===== src/rtl/hazard_scoreboard_pkg.sv =====
// Purpose : shared types and helpers for the decode hazard scoreboard.
// Latency : n/a (types and constants only).
// Backpressure: n/a.
package hazard_scoreboard_pkg;

  // Entries store rd zero-extended to this width. Comparing two zero-extended
  // identifiers is the same as a full REG_W equality. REG_W must not exceed it.
  localparam int RD_MAX_W = 8;

  // Forward select value meaning "read the register file".
  localparam int FWD_NONE = 0;

  // One in-flight instruction downstream of decode.
  typedef struct packed {
    logic                v;   // entry holds a real register write
    logic [RD_MAX_W-1:0] rd;  // destination identifier
    logic                ld;  // result only exists at the end of MEM
  } sb_entry_t;

  // Width of a forward select: 0 = register file, 1..depth = entry index + 1.
  function automatic int fwd_w(input int depth);
    return $clog2(depth + 1);
  endfunction

endpackage


===== src/rtl/hazard_scoreboard_if.sv =====
// Purpose : decode <-> hazard unit bundle (register ids, flush/freeze in; stall/forward out).
// Latency : n/a (wires only).
// Backpressure: stall is the backpressure towards fetch/decode; freeze holds the whole pipe.
// Ports   : master = decode side (drives ids/valids/flush/freeze), slave = scoreboard.
interface hazard_scoreboard_if #(
  parameter int REG_W = 3,
  parameter int DEPTH = 3,
  parameter int CNT_W = 16
);
  import hazard_scoreboard_pkg::*;

  localparam int FWD_W = fwd_w(DEPTH);

  logic             id_valid;
  logic [REG_W-1:0] id_rs;
  logic             id_rs_valid;
  logic [REG_W-1:0] id_rt;
  logic             id_rt_valid;
  logic [REG_W-1:0] id_rd;
  logic             id_rd_valid;
  logic             id_is_load;
  logic             flush;
  logic             freeze;
  logic             stall;
  logic [FWD_W-1:0] fwd_rs;
  logic [FWD_W-1:0] fwd_rt;
  logic [CNT_W-1:0] stall_count;

  modport master (
    output id_valid, id_rs, id_rs_valid, id_rt, id_rt_valid,
           id_rd, id_rd_valid, id_is_load, flush, freeze,
    input  stall, fwd_rs, fwd_rt, stall_count
  );

  modport slave (
    input  id_valid, id_rs, id_rs_valid, id_rt, id_rt_valid,
           id_rd, id_rd_valid, id_is_load, flush, freeze,
    output stall, fwd_rs, fwd_rt, stall_count
  );

endinterface


===== src/rtl/hazard_scoreboard_match.sv =====
// Purpose : youngest-entry RAW match finder for one source operand.
// Latency : combinational, zero cycles.
// Backpressure: none; pure lookup.
// Ports   : entries (scoreboard), id_valid/src/src_valid in; hit, idx (entry k), ld out.
module hazard_match
  import hazard_scoreboard_pkg::*;
#(
  parameter int REG_W     = 3,
  parameter int DEPTH     = 3,
  parameter int WB_BYPASS = 1,
  localparam int FWD_W    = fwd_w(DEPTH)
) (
  input  sb_entry_t [DEPTH-1:0] entries,
  input  logic                  id_valid,
  input  logic [REG_W-1:0]      src,
  input  logic                  src_valid,
  output logic                  hit,
  output logic [FWD_W-1:0]      idx,
  output logic                  ld
);

  // Walk from oldest to youngest so the youngest match overwrites the rest.
  // With WB_BYPASS the register file already holds the WB value, so the last
  // entry is masked out rather than skipped (keeps every entry bit in use).
  always_comb begin
    hit = 1'b0;
    idx = '0;
    ld  = 1'b0;
    for (int k = DEPTH - 1; k >= 0; k--) begin
      if (id_valid && src_valid && entries[k].v &&
          entries[k].rd == RD_MAX_W'(src) &&
          !(WB_BYPASS != 0 && k == DEPTH - 1)) begin
        hit = 1'b1;
        idx = FWD_W'(k);
        ld  = entries[k].ld;
      end
    end
  end

endmodule


===== src/rtl/hazard_scoreboard.sv =====
// Purpose : decode hazard unit - scoreboard of in-flight writers, stall and forward selects.
// Latency : stall/fwd combinational from decode inputs; scoreboard advances one stage per clock.
// Backpressure: raises stall on a hazard (bubble inserted); freeze holds all state.
// Ports   : clk, rst_n (async, active-low), sb = hazard_scoreboard_if.slave.
module hazard_scoreboard
  import hazard_scoreboard_pkg::*;
#(
  parameter int REG_W     = 3,
  parameter int DEPTH     = 3,
  parameter int FORWARD   = 1,
  parameter int WB_BYPASS = 1,
  parameter int CNT_W     = 16
) (
  input logic                clk,
  input logic                rst_n,
  hazard_scoreboard_if.slave sb
);

  localparam int FWD_W = fwd_w(DEPTH);

  sb_entry_t [DEPTH-1:0] entries;
  logic [CNT_W-1:0]      cnt;

  logic             hit_rs, hit_rt;
  logic             ld_rs, ld_rt;
  logic [FWD_W-1:0] idx_rs, idx_rt;
  logic             raw_hz;

  hazard_match #(.REG_W(REG_W), .DEPTH(DEPTH), .WB_BYPASS(WB_BYPASS)) u_match_rs (
    .entries   (entries),
    .id_valid  (sb.id_valid),
    .src       (sb.id_rs),
    .src_valid (sb.id_rs_valid),
    .hit       (hit_rs),
    .idx       (idx_rs),
    .ld        (ld_rs)
  );

  hazard_match #(.REG_W(REG_W), .DEPTH(DEPTH), .WB_BYPASS(WB_BYPASS)) u_match_rt (
    .entries   (entries),
    .id_valid  (sb.id_valid),
    .src       (sb.id_rt),
    .src_valid (sb.id_rt_valid),
    .hit       (hit_rt),
    .idx       (idx_rt),
    .ld        (ld_rt)
  );

  // With a bypass network only a load directly ahead (in EX) cannot be
  // forwarded in time; everything else is served by the forward select.
  always_comb begin
    raw_hz    = 1'b0;
    sb.fwd_rs = FWD_W'(FWD_NONE);
    sb.fwd_rt = FWD_W'(FWD_NONE);
    if (FORWARD != 0) begin
      raw_hz = (hit_rs && idx_rs == '0 && ld_rs) ||
               (hit_rt && idx_rt == '0 && ld_rt);
      if (hit_rs) sb.fwd_rs = FWD_W'(idx_rs + FWD_W'(1));
      if (hit_rt) sb.fwd_rt = FWD_W'(idx_rt + FWD_W'(1));
    end else begin
      raw_hz = hit_rs || hit_rt;
    end
  end

  // Flush removes the instruction that would have stalled; freeze wins over all.
  assign sb.stall       = (raw_hz && !sb.flush) || sb.freeze;
  assign sb.stall_count = cnt;

  always_ff @(posedge clk or negedge rst_n) begin
    if (!rst_n) begin
      entries <= '0;
      cnt     <= '0;
    end else if (!sb.freeze) begin
      for (int k = DEPTH - 1; k > 0; k--) begin
        entries[k] <= entries[k-1];
      end
      // Bubble on hazard, flush or empty decode slot.
      entries[0].v  <= sb.id_valid && sb.id_rd_valid && !sb.flush && !raw_hz;
      entries[0].rd <= RD_MAX_W'(sb.id_rd);
      entries[0].ld <= sb.id_is_load;
      if (raw_hz && !sb.flush && cnt != '1) begin
        cnt <= cnt + CNT_W'(1);
      end
    end
  end

endmodule


===== src/flat_wrapper.sv =====
// flat-port wrapper written by rule: the top's interface ports become plain ports
module hazard_scoreboard_flat import hazard_scoreboard_pkg::*;
#(
  parameter int REG_W     = 3,
  parameter int DEPTH     = 3,
  parameter int FORWARD   = 1,
  parameter int WB_BYPASS = 1,
  parameter int CNT_W     = 16
)
  (clk, rst_n, sb_id_valid, sb_id_rs, sb_id_rs_valid, sb_id_rt, sb_id_rt_valid, sb_id_rd, sb_id_rd_valid, sb_id_is_load, sb_flush, sb_freeze, sb_stall, sb_fwd_rs, sb_fwd_rt, sb_stall_count);
  hazard_scoreboard_if #(.REG_W(REG_W), .DEPTH(DEPTH), .CNT_W(CNT_W)) sb_i ();
  input logic clk;
  input logic rst_n;
  input wire logic [$bits(sb_i.id_valid)-1:0] sb_id_valid;
  input wire logic [$bits(sb_i.id_rs)-1:0] sb_id_rs;
  input wire logic [$bits(sb_i.id_rs_valid)-1:0] sb_id_rs_valid;
  input wire logic [$bits(sb_i.id_rt)-1:0] sb_id_rt;
  input wire logic [$bits(sb_i.id_rt_valid)-1:0] sb_id_rt_valid;
  input wire logic [$bits(sb_i.id_rd)-1:0] sb_id_rd;
  input wire logic [$bits(sb_i.id_rd_valid)-1:0] sb_id_rd_valid;
  input wire logic [$bits(sb_i.id_is_load)-1:0] sb_id_is_load;
  input wire logic [$bits(sb_i.flush)-1:0] sb_flush;
  input wire logic [$bits(sb_i.freeze)-1:0] sb_freeze;
  output wire logic [$bits(sb_i.stall)-1:0] sb_stall;
  output wire logic [$bits(sb_i.fwd_rs)-1:0] sb_fwd_rs;
  output wire logic [$bits(sb_i.fwd_rt)-1:0] sb_fwd_rt;
  output wire logic [$bits(sb_i.stall_count)-1:0] sb_stall_count;
  assign sb_i.id_valid = sb_id_valid;
  assign sb_i.id_rs = sb_id_rs;
  assign sb_i.id_rs_valid = sb_id_rs_valid;
  assign sb_i.id_rt = sb_id_rt;
  assign sb_i.id_rt_valid = sb_id_rt_valid;
  assign sb_i.id_rd = sb_id_rd;
  assign sb_i.id_rd_valid = sb_id_rd_valid;
  assign sb_i.id_is_load = sb_id_is_load;
  assign sb_i.flush = sb_flush;
  assign sb_i.freeze = sb_freeze;
  assign sb_stall = sb_i.stall;
  assign sb_fwd_rs = sb_i.fwd_rs;
  assign sb_fwd_rt = sb_i.fwd_rt;
  assign sb_stall_count = sb_i.stall_count;
  hazard_scoreboard #(.REG_W(REG_W), .DEPTH(DEPTH), .FORWARD(FORWARD), .WB_BYPASS(WB_BYPASS), .CNT_W(CNT_W)) u_core (.clk(clk), .rst_n(rst_n), .sb(sb_i));
endmodule

===== config.mk =====
export PLATFORM = sky130hd
export DESIGN_NAME = hazard_scoreboard_flat
export DESIGN_NICKNAME = d
export VERILOG_FILES = /design/src/rtl/hazard_scoreboard_pkg.sv /design/src/rtl/hazard_scoreboard_if.sv /design/src/rtl/hazard_scoreboard_match.sv /design/src/rtl/hazard_scoreboard.sv /design/src/flat_wrapper.sv
export SDC_FILE = /design/constraint.sdc
export NUM_CORES = 1
export LEC_CHECK = 0
export BUFFER_PORTS_ARGS = -buffer_cell sky130_fd_sc_hd__buf_2
export CORE_MARGIN = 1.5
export CORE_UTILIZATION = 25
export DETAILED_ROUTE_END_ITERATION = 10
export SYNTH_ARGS = -nofsm -noshare
export SYNTH_HDL_FRONTEND = slang
export SYNTH_SLANG_ARGS = --single-unit
export TNS_END_PERCENT = 1

===== constraint.sdc =====
create_clock -name clk -period 2.5 [get_ports clk]
set_input_delay 0.625 -clock clk [delete_from_list [all_inputs] [get_ports clk]]
set_output_delay 0.625 -clock clk [all_outputs]
set_load 0.1 [all_outputs]

==> out/metrics.csv <==
stage,metric,value,unit
outcome,status,"finished, final reports clean",
worst_setup_path,Crit path largest cell delay,0.32,ns
routing,DRT Pass-1 Iters,4,
global_route,vias in the first global route,1159,
synth,Post-Synth Adder-Cell Area,0.886,%
timing,Worst Skew,0.00206,ns
cts,Clock Latency Late Sink,0.27,ns
global_route,grt ovf,0,
placement,gp weighted congestion,0.781,
worst_setup_path,crit-path cells,buf_2 > xor2_4 > nor4_4 > buf_4 > nor4_1 > buf_4,
worst_setup_path,Worst Setup End Kind,primary output,
timing,Max Clock Freq,415,MHz
flow_run,Max Cap Violations,0,
cts,"CTS clk-pin slew, worst paths",0.08,ns
layout,Layout Nets,188,
routing,total number of vias,1096,
synth,cell taking the most area after synthesis,dfrtp_1,
placement,placed cells,236,
synth,Yosys cell types,29,
min_path,worst hold path type,input pin to async pin,
pwr,Pleak,0.000870,µW
placement,DP HPWL,2590,µm
timing,Slew @ Worst Pin,0.580,ns
floorplan,Die W,78.2,µm
timing,Slew HR,61.3,%
worst_setup_path,cell mode on critical path,buf_4,
routing,drt wl/cell,13.9,µm
layout,Finished Cell Area,1950,µm²
layout,layout cells sized above 1,48.2,%
global_route,largest net degree at the start of global routing,26,
pwr,Psw,231,µW
synth,"Seq/Total Area, Yosys",44.3,%
synth,top_reg_cell synth,dfrtp_1,
synth,synth top area cells,"dfrtp_1 44%, xor2_1 13%, mux2_2 6.4%",
synth,Synth Area per Inst,11.6,µm²
pwr,clock share of power,28.9,%
worst_setup_path,peak fanout along the critical path,4,
timing,final setup TNS,0,ns
routing,drt total wl,3330,µm
layout,Layout Area Growth over Synthesis,37.9,%
pwr,Int Pwr,595,µW
pwr,PwrDens,424,nW/µm²
synth,"Async S/R FF share, synth",100,%
synth,Synth Area in XOR/XNOR,16.1,%
synth,Synth Instances,122,
worst_setup_path,worst path arrival time,1.79,ns
cts,CTS root buf,clkbuf_8,
floorplan,Die H,78.2,µm
timing,fin crit period,2.41,ns
synth,mapped cell area,1410,µm²
worst_setup_path,CP max-delay cell,nor4_4,
routing,vias per cell,4.57,
routing,Antenna Violating Nets Remaining,0,
worst_setup_path,Setup CP Type,input pin to primary output,
synth,yosys warns,0,
worst_setup_path,Worst setup SP type,input pin,
floorplan,Site Rows,27,
timing,RSZ-0062 raised after global routing,false,
synth,Synth Area in Compound Gates,3.54,%
floorplan,IO Count,39,
floorplan,core area,5470,µm²
routing,Initial DRC Count,26,
pwr,Sequential Power Share,54.8,%
pwr,worst vdd ir,218,µV
global_route,global-route wire length before repair,5390,µm
global_route,initial antenna violation count,0,
worst_setup_path,CP required,1.88,ns
placement,dpl cell area,1890,µm²
synth,mux cell area share after synthesis,7.97,%
synth,Post-synth EDFFs,0,
synth,total nets after synthesis,141,
cts,TritonCTS buffer count,3,
worst_setup_path,largest delay contributor family on the critical path,buffers and inverters,
layout,Finished Layout Cells,240,
pwr,power after layout,827,µW
timing,setup violators final,0,
global_route,GRT Total Usage,11.4,%
cts,TritonCTS clock tree,done,
floorplan,die area,6110,µm²
synth,Simple-Gate Fraction of Synth Area,26.1,%
layout,# diodes,0,
synth,Commonest cells post-synth,"25 x dfrtp_1, 21 x xor2_1, 10 x nand3_1",
layout,post-layout util,35.6,%
worst_setup_path,Critical path buffers and inverters,3,
timing,Final Hold Viols,0,
pwr,Comb pwr share,16.3,%
synth,Synth Register Bits,25,
timing,final worst path period share,96.5,%
cts,Max H-tree Level,1,
synth,Yosys top cell area share,44.3,%
placement,port buffer count,38,
cts,maximum clock path buffer count,2,
pwr,Switching Share,28.0,%
timing,final-report max-slew violation count,0,
cts,clock sinks,25,
worst_setup_path,r2r startpoint,u_core.sb.stall_count[0],
worst_setup_path,CP startpoint,sb_id_rt[2],
synth,most frequent cell after synthesis,dfrtp_1,
synth,largest family of logic cells by synthesized area,simple AND/OR/NAND/NOR gates,
routing,Post-route DRC,0,
floorplan,Initial Utilization,25.8,%
[path summary, 6_finish.rpt]
path                                                   to  slack (ns)  cells past startpoint
worst max-delay path                         sb_fwd_rt[1]        0.09                      6
worst min-delay path                   u_core.entries[11]        0.34                      1
worst max register to register   u_core.sb.stall_count[1]        0.45                      6
worst min register to register  u_core.sb.stall_count[13]        0.51                      1
max in group asynchronous               u_core.entries[3]        1.74                      1
min in group clk                u_core.sb.stall_count[13]        0.51                      1
[per-stage QoR]
step / hold WS (ns) / worst slack [ns]
5_1_grt: 0.386 / 0.0360
6_report: 0.344 / 0.0883
3_5_place_dp: 0.509 / 0.0157
2_1_floorplan: 0.329 / -1.97
4_1_cts: 0.358 / 0.0187
3_3_place_gp: 0.502 / 0.0245
[registers in the layout, indices dropped and copies added (netlist names)]
| name | count |
|---|---|
| u_core.entries | 9 |
| u_core.sb.stall_count | 16 |
[cells by family after synthesis]
kind of cell	count (synthesis)
simple gates	52
buf+inv	4
fa+ha+maj	1
flops	25
mux	10
xor+xnor	26
compound gates	4
[power groups by stage]
| stage | sequential (µW) | clock, µW | combinational [µW] |
|---|---|---|---|
| finish | 453 | 239 | 135 |
| global route | 457 | 263 | 145 |
| CTS | 453 | 250 | 136 |
| detailed placement | 461 | 0 | 135 |
| global placement | 460 | 0 | 133 |
| floorplan | 465 | 0 | 75.8 |
[per-layer routing]
layer / wire (µm) / vias to the layer above / part of all wire [%] / GRT usage (%)
li1: - / 521 / - / -
met1: 1450 / 541 / 43 / 12.9
met2: 1610 / 29 / 48 / 20.2
met3: 219 / 5 / 6.6 / 3.26
met4: 51 / 0 / 1.5 / 4.29
met5: 0 / - / 0 / 0
[area by class of cell]
cell class,count,area [µm²]
fill,552,3520
timing repair buffer,43,290
tap,72,90.1
multi-input combinational,93,883
clock buffer,4,45.0
inverter,3,11.3
sequential,25,628
[cell usage in the layout, fill, tap and decap left out, drive strengths merged, types with 2 or more instances in the layout]
cell    netlist  layout
nor4          7       7
xnor2         5       5
buf           0      43
inv           3       3
and4          2       2
clkbuf        1       4
o211ai        2       2
nand2         8       8
dfrtp        25      25
nor2          8       8
nor3          7       7
xor2         21      21
nand4         6       6
nand3        10      10
mux2         10      10
[timing repair]
item                                    4_1_cts  5_1_grt
pin swaps                                     0        0
gates resized for setup                       3        2
setup buffers                                 0        0
hold buffers                                  0        0
endpoints found under the setup margin        3        2
gates cloned                                  0        0
(Power assumes the default switching activity.)
